==> src/rtl/serial_arith_pkg.sv <==
// Shared definitions for the serial arithmetic blocks: FSM state encoding
// and the legal operand-width range.
package serial_arith_pkg;

  localparam int SERIAL_WIDTH_MIN = 2;
  localparam int SERIAL_WIDTH_MAX = 32;

  typedef enum logic [1:0] {
    IDLE  = 2'd0,
    SHIFT = 2'd1,
    DONE  = 2'd2
  } state_t;

endpackage

==> src/rtl/serial_adder_fsm_if.sv <==
// Request/result bundle between a controlling FSM (master) and the serial adder (slave).
// The sub signal exists only when SERIAL_ADDER_SUB_EN is defined.
interface serial_adder_fsm_if #(
  parameter int WIDTH = 8
);

  logic             start;
  logic [WIDTH-1:0] a;
  logic [WIDTH-1:0] b;
  logic             cin;
`ifdef SERIAL_ADDER_SUB_EN
  logic             sub;
`endif
  logic             busy;
  logic             done;
  logic [WIDTH-1:0] sum;
  logic             cout;
  logic             ovf;

`ifdef SERIAL_ADDER_SUB_EN
  modport master (output start, a, b, cin, sub, input busy, done, sum, cout, ovf);
  modport slave  (input start, a, b, cin, sub, output busy, done, sum, cout, ovf);
`else
  modport master (output start, a, b, cin, input busy, done, sum, cout, ovf);
  modport slave  (input start, a, b, cin, output busy, done, sum, cout, ovf);
`endif

endinterface

==> src/rtl/fa_cell.sv <==
// Single-bit combinational full adder.
// Latency: none (pure combinational). No flow control.
module fa_cell (
  input  logic a,
  input  logic b,
  input  logic cin,
  output logic sum,
  output logic cout
);

  assign sum  = a ^ b ^ cin;
  assign cout = (a & b) | (cin & (a ^ b));

endmodule

==> src/rtl/serial_adder_fsm.sv <==
// Bit-serial WIDTH-bit adder (A + B + cin), one bit per clock; SERIAL_ADDER_SUB_EN adds A - B mode.
// Latency: done pulses WIDTH+1 cycles after the accepted start; one op per WIDTH+2 cycles.
// Backpressure: start is only honoured in IDLE; requests while busy are dropped, not queued.
module serial_adder_fsm
  import serial_arith_pkg::*;
#(
  parameter int WIDTH = 8
) (
  input  logic               clk,
  input  logic               rst_n,
  serial_adder_fsm_if.slave  bus
);

  localparam int CW = $clog2(WIDTH);

  if (WIDTH < SERIAL_WIDTH_MIN || WIDTH > SERIAL_WIDTH_MAX) begin : g_width_check
    $error("serial_adder_fsm: WIDTH outside supported range");
  end

  state_t           state;
  logic [WIDTH-1:0] op_a;
  logic [WIDTH-1:0] op_b;
  logic [WIDTH-1:0] res;
  logic             carry;
  logic             carry_msb;
  logic [CW-1:0]    count;

  logic             busy_q;
  logic             done_q;
  logic [WIDTH-1:0] sum_q;
  logic             cout_q;
  logic             ovf_q;

  logic             fa_sum;
  logic             fa_cout;
  logic [WIDTH-1:0] ld_b;
  logic             ld_c;

`ifdef SERIAL_ADDER_SUB_EN
  // Subtraction is A + ~B + 1: invert B and force the initial carry, ignoring cin.
  assign ld_b = bus.sub ? ~bus.b : bus.b;
  assign ld_c = bus.sub | bus.cin;
`else
  assign ld_b = bus.b;
  assign ld_c = bus.cin;
`endif

  fa_cell u_fa (
    .a    (op_a[0]),
    .b    (op_b[0]),
    .cin  (carry),
    .sum  (fa_sum),
    .cout (fa_cout)
  );

  always_ff @(posedge clk or negedge rst_n) begin
    if (!rst_n) begin
      state     <= IDLE;
      op_a      <= '0;
      op_b      <= '0;
      res       <= '0;
      carry     <= 1'b0;
      carry_msb <= 1'b0;
      count     <= '0;
      busy_q    <= 1'b0;
      done_q    <= 1'b0;
      sum_q     <= '0;
      cout_q    <= 1'b0;
      ovf_q     <= 1'b0;
    end else begin
      done_q <= 1'b0;
      case (state)
        IDLE: begin
          if (bus.start) begin
            op_a   <= bus.a;
            op_b   <= ld_b;
            carry  <= ld_c;
            count  <= '0;
            busy_q <= 1'b1;
            state  <= SHIFT;
          end
        end
        SHIFT: begin
          res   <= {fa_sum, res[WIDTH-1:1]};
          op_a  <= op_a >> 1;
          op_b  <= op_b >> 1;
          carry <= fa_cout;
          if (count == CW'(WIDTH - 1)) begin
            // Carry into the MSB, kept for the signed-overflow flag.
            carry_msb <= carry;
            busy_q    <= 1'b0;
            state     <= DONE;
          end else begin
            count <= count + CW'(1);
          end
        end
        DONE: begin
          sum_q  <= res;
          cout_q <= carry;
          ovf_q  <= carry_msb ^ carry;
          done_q <= 1'b1;
          state  <= IDLE;
        end
        default: begin
          busy_q <= 1'b0;
          state  <= IDLE;
        end
      endcase
    end
  end

  assign bus.busy = busy_q;
  assign bus.done = done_q;
  assign bus.sum  = sum_q;
  assign bus.cout = cout_q;
  assign bus.ovf  = ovf_q;

endmodule

==> src/flat_wrapper.sv <==
// flat-port wrapper written by rule: the top's interface ports become plain ports
module serial_adder_fsm_flat import serial_arith_pkg::*;
#(
  parameter int WIDTH = 8
)
  (clk, rst_n, bus_start, bus_a, bus_b, bus_cin, bus_busy, bus_done, bus_sum, bus_cout, bus_ovf);
  serial_adder_fsm_if #(.WIDTH(WIDTH)) bus_i ();
  input  logic clk;
  input  logic rst_n;
  input wire logic [$bits(bus_i.start)-1:0] bus_start;
  input wire logic [$bits(bus_i.a)-1:0] bus_a;
  input wire logic [$bits(bus_i.b)-1:0] bus_b;
  input wire logic [$bits(bus_i.cin)-1:0] bus_cin;
  output wire logic [$bits(bus_i.busy)-1:0] bus_busy;
  output wire logic [$bits(bus_i.done)-1:0] bus_done;
  output wire logic [$bits(bus_i.sum)-1:0] bus_sum;
  output wire logic [$bits(bus_i.cout)-1:0] bus_cout;
  output wire logic [$bits(bus_i.ovf)-1:0] bus_ovf;
  assign bus_i.start = bus_start;
  assign bus_i.a = bus_a;
  assign bus_i.b = bus_b;
  assign bus_i.cin = bus_cin;
  assign bus_busy = bus_i.busy;
  assign bus_done = bus_i.done;
  assign bus_sum = bus_i.sum;
  assign bus_cout = bus_i.cout;
  assign bus_ovf = bus_i.ovf;
  serial_adder_fsm #(.WIDTH(WIDTH)) u_core (.clk(clk), .rst_n(rst_n), .bus(bus_i));
endmodule
==> config.mk <==
export PLATFORM = sky130hd
export DESIGN_NAME = serial_adder_fsm_flat
export DESIGN_NICKNAME = d
export VERILOG_FILES = /design/src/rtl/serial_arith_pkg.sv /design/src/rtl/serial_adder_fsm_if.sv /design/src/rtl/fa_cell.sv /design/src/rtl/serial_adder_fsm.sv /design/src/flat_wrapper.sv
export SDC_FILE = /design/constraint.sdc
export NUM_CORES = 1
export LEC_CHECK = 0
export CAP_MARGIN = 20
export CORE_MARGIN = 3
export CORE_UTILIZATION = 35
export CTS_CLUSTER_SIZE = 24
export DETAILED_ROUTE_END_ITERATION = 8
export PLACE_DENSITY = 0.68
export SETUP_SLACK_MARGIN = 0.1
export SLEW_MARGIN = 20
export SYNTH_ARGS = -nofsm -noshare
export SYNTH_HDL_FRONTEND = slang
export SYNTH_SLANG_ARGS = --single-unit
==> constraint.sdc <==
create_clock -name clk -period 1.8 [get_ports clk]
set_clock_uncertainty 0.15 [all_clocks]
set_input_delay 0.36 -clock clk [delete_from_list [all_inputs] [get_ports clk]]
set_output_delay 0.36 -clock clk [all_outputs]
set_load 0.005 [all_outputs]
== Word-level counts from Yosys, hierarchy flattened ==
Index checks and enable logic that the tools add are counted.

* Bitwise logic cells: 7
* Reduce and logical (&&, ||, !) cells: 7
* Multipliers: 0
* Add/sub/neg operators: 1
* Div/mod/pow operators: 0
* Muxes and demuxes: 16
* Shift operators: 0
* Equal/unequal tests: 6
* $lt $le $gt $ge: 0

{| class="wikitable"
|+ Operator list
! cell !! count
|-
| $pmux 8 s2 || 2
|-
| $mux 8 || 2
|-
| $mux 3 || 2
|-
| $pmux 3 s2 || 1
|-
| $reduce_and 2->1 || 3
|-
| $reduce_and 3->1 || 2
|-
| $mux 1 || 4
|-
| $mux 2 || 2
|-
| $ne 2x2->1 const B || 2
|-
| $pmux 2 s2 || 1
|-
| $add 3x1->3 const B || 1
|-
| $eq 3x3->1 const B || 1
|-
| $pmux 1 s3 || 1
|-
| $xor 1x1->1 || 3
|-
| $and 1x1->1 || 2
|-
| $eq 2x1->1 const B || 1
|-
| $eq 2x2->1 const B || 1
|-
| $logic_not 2->1 || 1
|-
| $ne 2x1->1 const B || 1
|-
| $pmux 1 s2 || 1
|-
| $reduce_bool 2->1 || 1
|-
| $not 1->1 || 1
|-
| $or 1x1->1 || 1
|}

* Word-level logic and storage cells: 49
* Register bits after elaboration: 43
* Memories: 0
* Latch bits: 0
* Output and inout port bits: 12
* RAM bits: 0
* Bits in read-only memories: 0
* Bits of input ports: 20

== Depth between registers and ports, before layout ==
* Depth after elaboration: 4
* Gate-level depth with buffers: 5

== Cells and area by module ==
Synthesis repeated with hierarchy kept, for this count alone.

* Cells, all modules: 185
* Area, all modules: 1900.6 um^2

{| class="wikitable"
|+ Modules (own cells, without submodules)
! module !! area an instance (um^2) !! cells an instance !! times used
|-
| serial_adder_fsm || 1880.6 || 184 || 1
|-
| fa_cell || 20.0 || 1 || 1
|}

== Worst setup path after synthesis ==
Ideal clock, no wire load.

* Path kind: reg2reg
* Start point: register u_core.count[0]
* End point: register u_core.carry_msb
* Cell stages (with the launch flop): 5
* Required time: 1522 ps
* Slack: 283 ps
* Path buffers: 0
* Arrival time: 1239 ps
* Path through: dfrtp_1 -> ha_1 -> ha_1 -> and2_4 -> mux2_1

* Word-level cells in the longest chain between the ends: 2

{| class="wikitable"
|+ RTL lines
! element !! RTL line !! RTL
|-
| start: declaration || serial_adder_fsm.sv:26 || <nowiki>logic [CW-1:0] count;</nowiki>
|-
| start signal: assignment || serial_adder_fsm.sv:94 || <nowiki>count <= count + CW'(1);</nowiki>
|-
| $eq 3x3->1 || serial_adder_fsm.sv:88 || <nowiki>if (count == CW'(WIDTH - 1)) begin</nowiki>
|-
| $reduce_and 2->1 (no source line) || - ||
|-
| end signal: assignment || serial_adder_fsm.sv:90 || <nowiki>carry_msb <= carry;</nowiki>
|-
| end: declaration || serial_adder_fsm.sv:25 || <nowiki>logic carry_msb;</nowiki>
|}

Every way passes these cells.
A chain may end at the register's enable or synchronous reset.

== Final worst setup path ==
* Start point: register u_core.cout_q (netlist: u_core.bus.cout)
* End point: output bus_cout

{| class="wikitable"
|+ RTL lines
! element !! RTL line !! RTL
|-
| start: declaration || serial_adder_fsm.sv:31 || <nowiki>logic cout_q;</nowiki>
|-
| start signal: assignment || serial_adder_fsm.sv:99 || <nowiki>cout_q <= carry;</nowiki>
|-
| end: declaration || flat_wrapper.sv:17 || <nowiki>output wire logic [$bits(bus_i.cout)-1:0] bus_cout;</nowiki>
|}

No word-level cell between the ends.

==> out/qor.csv <==
stage;metric;value;unit
yosys;yosysSeqAreaShare;0.573;
power;power_per_cell_area;1530;nW/um^2
yosys;synth_top_area_frac;0.573;
finish;fin_nets;235;
power;p_seq_frac;0.451;
clocking;cts_sinks;43;
detailed_routing;routed_wl;3500;um
detailed_routing;routed_via_density;4.85;
power;clockPowerShare;0.171;
yosys;mappedNetlistArea;1880;um^2
clocking;cts_tree;yes;
floorplan;die-height;79.2;um
grt;grt_overflow;0;
critical_path;worst_path_max_delay_cell;clkdlybuf4s50_1;
yosys;synthArstFlopShare;1.00;
clocking;clockBufferDepth;2;
power;cellInternalPower;2.49;mW
min_path;holdPathStages;2;
finish;fillers;503;
grt;grt_max_degree;44;
sta;tns;0;ps
critical_path;required;1290;ps
clocking;cts_made_buffers;5;
critical_path;r2r-start;u_core.count[0];
yosys;synth.most_common_cell;dfrtp_1;
critical_path;crit_chain;clkdlybuf4s50_1;
critical_path;crit_path_end_kind;output pin;
yosys;synth_edf_count;0;
sta;hold_viol_final;0;
yosys;synth_top_area_cell;dfrtp_1;
yosys;synth.area.top_cells;dfrtp_1 57%, mux2_2 6.0%, nand2_1 5.4%;
finish;postLayoutCellArea;2430;um^2
floorplan;num_io_pins;32;
critical_path;rr_worst_depth;5;
sta;max_freq;602;MHz
detailed_routing;first_pass_iters;6;
grt;track_usage;0.122;
critical_path;reg2reg_to;u_core.count[0];
power;sw_frac_of_total;0.330;
sta;grt_setup_unrepaired;no;
power;total_leakage_power;1.13;nW
finish;drive_gt1_frac;0.183;
critical_path;crit_buf_inv;1;
place;gp_congestion;0.774;
grt;antenna_found_initial;0;
power;ir_worst_vdd;0.642;mV
grt;grt_pass1_wl;6110;um
sta;setup_viol;0;
finish;n_antenna_cell;0;
place;placed_area;2300;um^2
critical_path;reg2reg_slack;240;ps
yosys;avgSynthCellArea;10.8;um^2
min_path;hold_path.class;register to register;
place;numPortBuffers;31;
flow_run;max_cap_viol_count;0;
yosys;netlist_instances;173;
finish;syn_to_final_growth;29.4;%
place;dp.final_hpwl;2430;um
power;comb_power_share;0.378;
detailed_routing;drt-initial-drc-count;129;
yosys;synthesis.nets;196;
yosys;dominantRegCellSynth;dfrtp_1;
yosys;synth_cell_types;26;
clocking;clk_latency;290;ps
critical_path;cpPeakStageDelay;500;ps
sta;post-route-min-period;1660;ps
yosys;yosysWarningCount;0;
critical_path;critical_path_class;register to output pin;
detailed_routing;vias;1372;
detailed_routing;antenna_left;0;
clocking;clkTransAtPathRegs;80;ps
clocking;clock-root-buffer;clkbuf_8;
min_path;whs_endpoint;u_core.bus.ovf;
critical_path;crit_family;buffers and inverters;
yosys;synthTopCellsByCount;43 x dfrtp_1, 27 x nand2_1, 23 x nor2_1;
grt;grt_pass1_vias;1348;
sta;relSlewSlack;0.779;
floorplan;core-area;5140;um^2
detailed_routing;drcViolationCount;0;
power;switchingPower;1.22;mW
critical_path;arrival;1150;ps
detailed_routing;avgRoutedWirePerCell;12.3;um
critical_path;cp_max_fo;2;
floorplan;start_util;0.365;
run_status;outcome;completed;
sta;drv_slew;0;
sta;fin_crit_sh;0.923;
critical_path;cp-start-kind;register;
floorplan;dieArea;6280;um^2
min_path;hp-start;u_core.bus.ovf;
sta;worstMarginPinSlew;332;ps
yosys;synth_seq_cells;43;
clocking;cts_max_level;2;
floorplan;num_rows;26;
floorplan;die_w;79.2;um
## metal layers
layer  routed length (um)  vias up  track usage
li1                     -      674            -
met1                 1710      657        0.168
met2                 1540       36        0.187
met3                  204        5       0.0306
met4                   40        0       0.0412
met5                    0        -            0
## through the flow
step | power (mW) | util | hold WS [ps] | setup slack, ps | std cells
2_1_floorplan | 2.56 | - | -85.6 | 283 | 173
3_3_place_gp | 3.07 | 0.447 | 203 | 31.2 | 273
3_5_place_dp | 3.12 | 0.447 | 204 | 31.7 | 273
4_1_cts | 3.76 | 0.467 | 350 | 104 | 282
5_1_grt | 4.03 | 0.472 | 371 | 100 | 283
6_report | 3.71 | 0.472 | 345 | 139 | 283
## registers in the layout (all words and copies together) (netlist names)
register          flops
u_core.op_b           8
u_core.count          3
u_core.bus.cout       1
u_core.bus.done       1
u_core.carry          1
u_core.bus.busy       1
u_core.bus.sum        8
u_core.res            8
u_core.op_a           8
u_core.bus.ovf        1
u_core.carry_msb      1
u_core.state          2
## power groups by stage
| stage | registers, mW | logic [mW] | clock network (mW) |
|---|---|---|---|
| final | 1.67 | 1.40 | 0.633 |
| after global routing | 1.74 | 1.60 | 0.690 |
| after CTS | 1.68 | 1.43 | 0.651 |
| after floorplan | 1.63 | 0.924 | 0 |
| after global placement | 1.68 | 1.39 | 0 |
| after detailed placement | 1.70 | 1.42 | 0 |
## worst max path at each step
stage | depth (start not counted) | to | start
6_report | 1 | bus_cout | u_core.bus.cout
5_1_grt | 1 | bus_sum[2] | u_core.bus.sum[2]
4_1_cts | 1 | bus_sum[7] | u_core.bus.sum[7]
3_5_place_dp | 4 | u_core.op_a[0] | bus_start
3_3_place_gp | 4 | u_core.op_a[0] | bus_start
2_1_floorplan | 4 | u_core.carry_msb | u_core.count[0]
## placed cells by master, fill, tap and decap left out, types with 2 or more instances in the layout
cell type / instances
nand2b_1: 3
buf_4: 10
nand2_1: 27
o21ai_0: 5
clkbuf_8: 5
mux2_2: 10
clkdlybuf4s50_1: 24
a22o_1: 5
clkinvlp_4: 2
dfrtp_1: 43
dlymetal6s2s_1: 6
o221a_2: 5
nor2b_1: 2
a211oi_1: 10
nor2_1: 23
nor3_1: 10
inv_1: 2
nand3b_1: 5
## area by class of cell
type / instances / area (um^2) / area share
clock buffer: 5 / 68.8 / 0.0283
sequential: 43 / 1080 / 0.443
timing repair buffer: 43 / 425 / 0.175
inverter: 2 / 7.51 / 0.00309
multi-input combinational: 117 / 739 / 0.304
tap: 70 / 87.6 / 0.0361
clock inverter: 3 / 23.8 / 0.00979
## timing repair
item | 4_1_cts | 5_1_grt
setup endpoints to repair | 0 | 16
endpoints found under the hold margin | 43 | 0
setup buffers | 0 | 1
hold buffers | 1 | 0
resized for setup | 0 | 8
## logic make-up (layout without fill, tap and decap cells)
kind of cell,count (synthesis),in the layout,synth area share
adder cells (fa/ha/maj),3,3,0.0240
AO/OA/AOI/OAI,29,29,0.122
flip-flops,43,43,0.573
buffers and inverters,13,53,0.0353
XOR/XNOR,1,1,0.00467
AND/OR/NAND/NOR,73,73,0.175
multiplexers,11,11,0.0660
Note: power is estimated with default switching activity, not from simulation.
